## src/rtl/mdu_pkg.sv

```systemverilog
// Shared types and constants for the iterative RV32M multiply/divide unit.
package mdu_pkg;

    typedef enum logic [2:0] {
        OP_MUL    = 3'b000,
        OP_MULH   = 3'b001,
        OP_MULHSU = 3'b010,
        OP_MULHU  = 3'b011,
        OP_DIV    = 3'b100,
        OP_DIVU   = 3'b101,
        OP_REM    = 3'b110,
        OP_REMU   = 3'b111
    } mdu_op_t;

    typedef enum logic [1:0] {
        IDLE,
        CHECK,
        ITER,
        FIX
    } mdu_state_t;

    localparam int          MDU_ITERATIONS = 32;
    localparam logic [31:0] DIV0_QUOTIENT  = 32'hFFFFFFFF;

    function automatic logic is_div(input mdu_op_t op);
        return op[2];
    endfunction

    // rs1 is signed for MUL/MULH/MULHSU/DIV/REM; rs2 is unsigned for MULHSU.
    function automatic logic rs1_signed(input mdu_op_t op);
        return (op == OP_MUL) || (op == OP_MULH) || (op == OP_MULHSU) ||
               (op == OP_DIV) || (op == OP_REM);
    endfunction

    function automatic logic rs2_signed(input mdu_op_t op);
        return (op == OP_MUL) || (op == OP_MULH) ||
               (op == OP_DIV) || (op == OP_REM);
    endfunction

endpackage

```

## src/rtl/mdu_div_core.sv

```systemverilog
// Restoring divider step register: one quotient bit per step on unsigned magnitudes.
module mdu_div_core #(
    parameter int XLEN = 32
) (
    input  logic            clk,
    input  logic            rst_n,
    input  logic            load,
    input  logic            step,
    input  logic [XLEN-1:0] dividend,
    input  logic [XLEN-1:0] divisor,
    output logic [XLEN-1:0] quotient,
    output logic [XLEN-1:0] remainder
);

    logic [XLEN-1:0] dq_q;
    logic [XLEN-1:0] rem_q;
    logic [XLEN-1:0] dvs_q;
    logic [XLEN:0]   rem_sh;
    logic [XLEN:0]   trial;

    // Remainder stays below the divisor, so bit XLEN of the trial is the borrow.
    assign rem_sh = {rem_q, dq_q[XLEN-1]};
    assign trial  = rem_sh - {1'b0, dvs_q};

    always_ff @(posedge clk or negedge rst_n) begin
        if (!rst_n) begin
            dq_q  <= '0;
            rem_q <= '0;
            dvs_q <= '0;
        end else if (load) begin
            dq_q  <= dividend;
            rem_q <= '0;
            dvs_q <= divisor;
        end else if (step) begin
            dq_q  <= {dq_q[XLEN-2:0], ~trial[XLEN]};
            rem_q <= trial[XLEN] ? rem_sh[XLEN-1:0] : trial[XLEN-1:0];
        end
    end

    assign quotient  = dq_q;
    assign remainder = rem_q;

endmodule

```

## src/rtl/mdu_iterative.sv

```systemverilog
// Multi-cycle RV32M multiply/divide responder with start-pulse / ready handshake.
module mdu_iterative
    import mdu_pkg::*;
#(
    parameter int FAST_MUL = 0,
    parameter int XLEN     = 32
) (
    input  logic            clk,
    input  logic            rst_n,
    input  logic            valid_i,
    input  logic [2:0]      MDU_op_i,
    input  logic [XLEN-1:0] MDU_RS1_i,
    input  logic [XLEN-1:0] MDU_RS2_i,
    output logic            ready_o,
    output logic [XLEN-1:0] MDU_RD_o
);

    localparam logic [XLEN-1:0] INT_MIN = {1'b1, {(XLEN-1){1'b0}}};

    mdu_state_t        state;
    mdu_op_t           op_q;
    logic [XLEN-1:0]   rs1_q;
    logic [XLEN-1:0]   rs2_q;
    logic [XLEN-1:0]   mcand_q;
    logic [XLEN-1:0]   rd_q;
    logic              neg1_q;
    logic              neg2_q;
    logic [2*XLEN-1:0] acc_q;
    logic [4:0]        cnt_q;

    mdu_op_t           op_in;
    logic              neg1_in;
    logic              neg2_in;
    logic [XLEN-1:0]   mag1_in;
    logic [XLEN-1:0]   mag2_in;

    logic              div_by_zero;
    logic              div_overflow;
    logic [XLEN:0]     mul_sum;
    logic [2*XLEN-1:0] acc_step;
    logic [XLEN-1:0]   quo_mag;
    logic [XLEN-1:0]   rem_mag;
    logic [XLEN-1:0]   fix_result;

    function automatic logic [XLEN-1:0] cond_neg(input logic neg, input logic [XLEN-1:0] x);
        return neg ? (~x + 1'b1) : x;
    endfunction

    function automatic logic [2*XLEN-1:0] cond_neg_wide(input logic neg, input logic [2*XLEN-1:0] x);
        return neg ? (~x + 1'b1) : x;
    endfunction

    function automatic logic [2*XLEN-1:0] full_product(input logic [XLEN-1:0] a, input logic [XLEN-1:0] b);
        return {{XLEN{1'b0}}, a} * {{XLEN{1'b0}}, b};
    endfunction

    assign ready_o  = (state == IDLE) && !valid_i;
    assign MDU_RD_o = rd_q;

    // Operand capture: sign flags and magnitudes from the forwarded values.
    always_comb begin
        op_in   = mdu_op_t'(MDU_op_i);
        neg1_in = rs1_signed(op_in) && MDU_RS1_i[XLEN-1];
        neg2_in = rs2_signed(op_in) && MDU_RS2_i[XLEN-1];
        mag1_in = cond_neg(neg1_in, MDU_RS1_i);
        mag2_in = cond_neg(neg2_in, MDU_RS2_i);
    end

    assign div_by_zero  = is_div(op_q) && (rs2_q == '0);
    assign div_overflow = ((op_q == OP_DIV) || (op_q == OP_REM)) &&
                          (rs1_q == INT_MIN) && (rs2_q == '1);

    // Shift-add step: the low half of acc_q starts as the multiplier and drains out.
    assign mul_sum  = {1'b0, acc_q[2*XLEN-1:XLEN]} + (acc_q[0] ? {1'b0, mcand_q} : '0);
    assign acc_step = {mul_sum, acc_q[XLEN-1:1]};

    mdu_div_core #(
        .XLEN(XLEN)
    ) u_div_core (
        .clk      (clk),
        .rst_n    (rst_n),
        .load     ((state == IDLE) && valid_i),
        .step     ((state == ITER) && is_div(op_q)),
        .dividend (mag1_in),
        .divisor  (mag2_in),
        .quotient (quo_mag),
        .remainder(rem_mag)
    );

    always_comb begin
        logic [2*XLEN-1:0] prod;
        prod       = cond_neg_wide(neg1_q ^ neg2_q, acc_q);
        fix_result = cond_neg(neg1_q, rem_mag);
        case (op_q)
            OP_MUL:                      fix_result = prod[XLEN-1:0];
            OP_MULH, OP_MULHSU, OP_MULHU: fix_result = prod[2*XLEN-1:XLEN];
            OP_DIV, OP_DIVU:             fix_result = cond_neg(neg1_q ^ neg2_q, quo_mag);
            default:                     fix_result = cond_neg(neg1_q, rem_mag);
        endcase
    end

    always_ff @(posedge clk or negedge rst_n) begin
        if (!rst_n) begin
            state   <= IDLE;
            op_q    <= OP_MUL;
            rs1_q   <= '0;
            rs2_q   <= '0;
            mcand_q <= '0;
            rd_q    <= '0;
            neg1_q  <= 1'b0;
            neg2_q  <= 1'b0;
            acc_q   <= '0;
            cnt_q   <= '0;
        end else begin
            case (state)
                IDLE: begin
                    if (valid_i) begin
                        op_q    <= op_in;
                        rs1_q   <= MDU_RS1_i;
                        rs2_q   <= MDU_RS2_i;
                        neg1_q  <= neg1_in;
                        neg2_q  <= neg2_in;
                        mcand_q <= mag1_in;
                        acc_q   <= {{XLEN{1'b0}}, mag2_in};
                        state   <= CHECK;
                    end
                end
                CHECK: begin
                    if (div_by_zero) begin
                        rd_q  <= op_q[1] ? rs1_q : DIV0_QUOTIENT;
                        state <= IDLE;
                    end else if (div_overflow) begin
                        rd_q  <= op_q[1] ? '0 : INT_MIN;
                        state <= IDLE;
                    end else if ((FAST_MUL != 0) && !is_div(op_q)) begin
                        acc_q <= full_product(mcand_q, acc_q[XLEN-1:0]);
                        state <= FIX;
                    end else begin
                        cnt_q <= 5'(MDU_ITERATIONS - 1);
                        state <= ITER;
                    end
                end
                ITER: begin
                    if (!is_div(op_q)) begin
                        acc_q <= acc_step;
                    end
                    if (cnt_q == '0) begin
                        state <= FIX;
                    end else begin
                        cnt_q <= cnt_q - 1'b1;
                    end
                end
                FIX: begin
                    rd_q  <= fix_result;
                    state <= IDLE;
                end
                default: state <= IDLE;
            endcase
        end
    end

endmodule
```

## config.mk

```make
export PLATFORM = sky130hd
export DESIGN_NAME = mdu_iterative
export DESIGN_NICKNAME = d
export VERILOG_FILES = /design/src/rtl/mdu_pkg.sv /design/src/rtl/mdu_div_core.sv /design/src/rtl/mdu_iterative.sv
export SDC_FILE = /design/constraint.sdc
export NUM_CORES = 1
export LEC_CHECK = 0
export CAP_MARGIN = 20
export CORE_MARGIN = 2
export CORE_UTILIZATION = 55
export DETAILED_ROUTE_END_ITERATION = 6
export PLACE_DENSITY = 0.74
export REMOVE_ABC_BUFFERS = 1
export SYNTH_ARGS = -nofsm -noshare
export SYNTH_HDL_FRONTEND = slang
export SYNTH_SLANG_ARGS = --single-unit
```

## constraint.sdc

```tcl
create_clock -name clk -period 5.54 [get_ports clk]
set_input_delay 0.554 -clock clk [delete_from_list [all_inputs] [get_ports clk]]
set_output_delay 0.554 -clock clk [all_outputs]
set_load 0.01 [all_outputs]
```

==> results.json <==
{
  "num-nets-final": 2754,
  "clock_sinks": 298,
  "diode_insertion_count_for_antenna_repair": 0,
  "vias_in_the_first_global_route": 18930,
  "yosysTopAreaCellShare_pct": 36.31,
  "synth.cell_area_sq_um": 20540,
  "hold_path_class": "input pin to asynchronous set/reset pin",
  "critical_path.max_fanout": 32,
  "cts-root-buf": "clkbuf_16",
  "vdd.ir_drop.worst_uv": 329.3,
  "arrival_ns": 4.89,
  "criticalPathCategory": "register to register",
  "gr-usage-met1_pct": 46.24,
  "num-fill-cells": 3195,
  "synth_top_flop_cell": "dfrtp_1",
  "hold_violations": 0,
  "vias": 19400,
  "post_cts.repair.setup_buffers": 0,
  "drc": 6,
  "initial_core_util_pct": 55.96,
  "met3_usage_pct": 4.456,
  "slew_at_the_pin_closest_to_its_max_slew_limit_ns": 1.114,
  "worst_setup_path_end_kind": "register",
  "dp_hpwl_um": 46650,
  "area_growth_synth_to_finish_pct": 12.73,
  "post_synth_num_cell_types": 70,
  "failed_checks": "DRC",
  "tns_ns": 0,
  "netlist_instances": 2587,
  "leakage_uw": 0.01018,
  "dr.pass1.iters": 7,
  "cp-start-kind": "register",
  "finalSetupViolations": 0,
  "net_sw_share_pct": 47.55,
  "unrepaired_setup_endpoints_after_global_routing": "no",
  "number_of_antenna_violations_at_the_first_check_in_global_routing": 0,
  "postPlaceCellArea_sq_um": 21830,
  "timing.fmax_ghz": 0.2217,
  "postLayoutCellArea_sq_um": 23150,
  "clock_insertion_delay_worst_skew_ns": 0.53,
  "syn_avg_cell_area_sq_um": 7.938,
  "relSlewSlack_pct": 24.68,
  "internal_power_uw": 8191,
  "seqPwrFrac_pct": 28.5,
  "largest_area_contributor_in_the_netlist": "dfrtp_1",
  "chipWidth_um": 197.2,
  "yosys_warnings": 0,
  "grt_start_max_net_pins": 129,
  "synth_enable_flop_cells": 0,
  "post_cts_resized": 0,
  "row_count": 70,
  "gr-total-overflow": 0,
  "die_y_um": 197.2,
  "coreArea_sq_um": 36700,
  "gr-usage-met2_pct": 52.97,
  "netlist_top_cells_area": "dfrtp_1, nand2_1, a21oi_1, o21ai_0, xnor2_1",
  "critical_path_required_ns": 5.92,
  "buffer_ports.inserted": 102,
  "global_route_wire_length_before_repair_um": 103500,
  "floorplan.die_area_sq_um": 38900,
  "cts_tree": "done",
  "switchingPower_uw": 7426,
  "ys_seq_area_share_pct": 36.31,
  "pwr_density_cell_nw_per_um2": 674.6,
  "cts_made_buffers": 37,
  "clock_skew_ns": 0.009587,
  "post_drt_via_cell_ratio": 6.240,
  "max-cap-violations": 0,
  "finalWorstPathRequiredPeriod_ns": 4.510,
  "power.share.clock_pct": 16.1,
  "final.period_utilization_pct": 81.41,
  "ctsHtreeMaxLevel": 2,
  "layout.cells.most_common_list": "nand2_1, dfrtp_1, a21oi_1",
  "combinationalPowerShare_pct": 55.4,
  "ctsHoldBuffers": 0,
  "cts-root-to-sink-buffers": 3,
  "status": "complete, but fails checks",
  "synth-async-reset-ratio_pct": 100.0,
  "slew_violations": 0,
  "detailedRoute.firstIterationViolations": 2125,
  "layout-drive-gt1-share_pct": 4.697,
  "globalRoute.busiestLayer": "met2",
  "most_common_cell_after_layout_fill_and_taps_aside": "nand2_1",
  "yosys_register_bits": 298,
  "wl_per_cell_um": 20.94,
  "clk_transition_reported_paths_ns": 0.06,
  "io-pin-count": 103,
  "routabilityCongestion": 1.029,
  "count_of_antenna_violating_nets_left_after_detailed_routing": 0,
  "detail_route.wirelength_um": 65090,
  "gr-usage-all-layers_pct": 33.65
}
==> area by class of cell <==
cell class                 instances  area (sq um)  share of cell area, %
inverter                          74         277.8                  1.200
sequential                       298          7458                  32.22
clock inverter                    17         171.4                 0.7405
clock buffer                      51          1101                  4.756
tap                              468         585.6                  2.529
timing repair buffer             130          1281                  5.535
multi-input combinational       2070         12270                  53.02
==> sequential cells by signal, indices dropped and copies added, names as in the netlist, named ones only <==
register	cells
acc_q	64
rs1_q	32
u_div_core.dvs_q	31
neg1_q	1
mcand_q	31
cnt_q	5
state	1
rs2_q	32
u_div_core.quotient	32
u_div_core.remainder	32
MDU_RD_o	32
op_q	3
neg2_q	1
==> power by group through the flow <==
stage	Sequential [uW]	Clock [uW]	Combinational (uW)
2_1_floorplan	4020	0	6140
5_1_grt	4540	2620	9540
3_3_place_gp	4400	0	8130
6_report	4460	2510	8650
3_5_place_dp	4440	0	8330
4_1_cts	4410	2540	8420
==> critical path, stage by stage, from the launching register on <==
cell	delay (ns)
dfrtp_1	0.36
inv_1	0.14
ha_1	0.24
fa_1	0.39
nand2b_1	0.21
a21oi_1	0.18
o21ai_0	0.21
a21o_1	0.24
o311ai_0	0.59
o31ai_1	0.23
o31ai_1	0.28
a21oi_1	0.18
xnor2_4	0.22
buf_4	0.48
mux2i_1	0.25
o21ai_0	0.10
==> stage by stage <==
| stage | hold slack (ns) | utilization (%) | total power [uW] | setup slack (ns) | cells |
|---|---|---|---|---|---|
| after floorplan | 0.2584 | - | 10160 | 0.01576 | 2442 |
| after global placement | 0.4593 | 59.49 | 12530 | 1.191 | 3038 |
| after detailed placement | 0.4600 | 59.49 | 12770 | 1.037 | 3038 |
| after CTS | 0.1965 | 62.95 | 15370 | 0.9956 | 3106 |
| after global routing | 0.2363 | 63.08 | 16700 | 0.8111 | 3108 |
| final | 0.1416 | 63.08 | 15620 | 1.030 | 3108 |
==> path summary, 6_finish.rpt <==
kind | startpoint | end | slack, ns | cells after the start
hold reg to reg | mcand_q[31]$_DFFE_PN0P_ | mcand_q[31]$_DFFE_PN0P_ | 0.47 | 2
hold / removal | rst_n | rs2_q[4]$_DFFE_PN0P_ | 0.14 | 1
min in group clk | mcand_q[31]$_DFFE_PN0P_ | mcand_q[31]$_DFFE_PN0P_ | 0.47 | 2
setup / recovery | u_div_core.quotient[31]$_DFFE_PN0P_ | u_div_core.remainder[3]$_DFFE_PN0P_ | 1.03 | 15
max in group asynchronous | rst_n | mcand_q[20]$_DFFE_PN0P_ | 4.14 | 2
setup reg to reg | u_div_core.quotient[31]$_DFFE_PN0P_ | u_div_core.remainder[3]$_DFFE_PN0P_ | 1.03 | 15
==> per-layer routing <==
layer  part of all wire [%]  wire length, um  vias to the layer above
met3                    8.0             5194                      194
li1                       -                -                     9089
met5                      0                0                        -
met1                     42            27410                     9255
met4                    4.9             3204                        0
met2                     45            29280                      857
==> synthesized netlist by cell type, types with 18 or more instances <==
cell and n:
nand2_1 491, dfrtp_1 298, a21oi_1 251, o21ai_0 214, nor2_1 189, clkbuf_1 129
xnor2_1 121, xor2_1 112, inv_1 74, ha_1 71, nand2b_1 58, o31ai_1 51
and2_1 42, nor3_1 42, nor4_1 42, and3_1 36, nand3_1 34, mux2i_1 32
a21o_1 30, or3_1 26, a31oi_1 21, o41ai_1 18
==> cells by family (layout without fill, tap and decap cells) <==
| group | count (synthesis) | in the layout | synth area share (%) |
|---|---|---|---|
| AO/OA/AOI/OAI | 698 | 698 | 20.21 |
| XOR/XNOR | 234 | 234 | 10.02 |
| adder cells (fa/ha/maj) | 73 | 73 | 4.521 |
| buffers and inverters | 219 | 272 | 4.247 |
| flip-flops | 298 | 298 | 36.31 |
| multiplexers | 32 | 32 | 1.560 |
| AND/OR/NAND/NOR | 1033 | 1033 | 23.13 |
No activity file was read; power rests on OpenSTA's default activity.
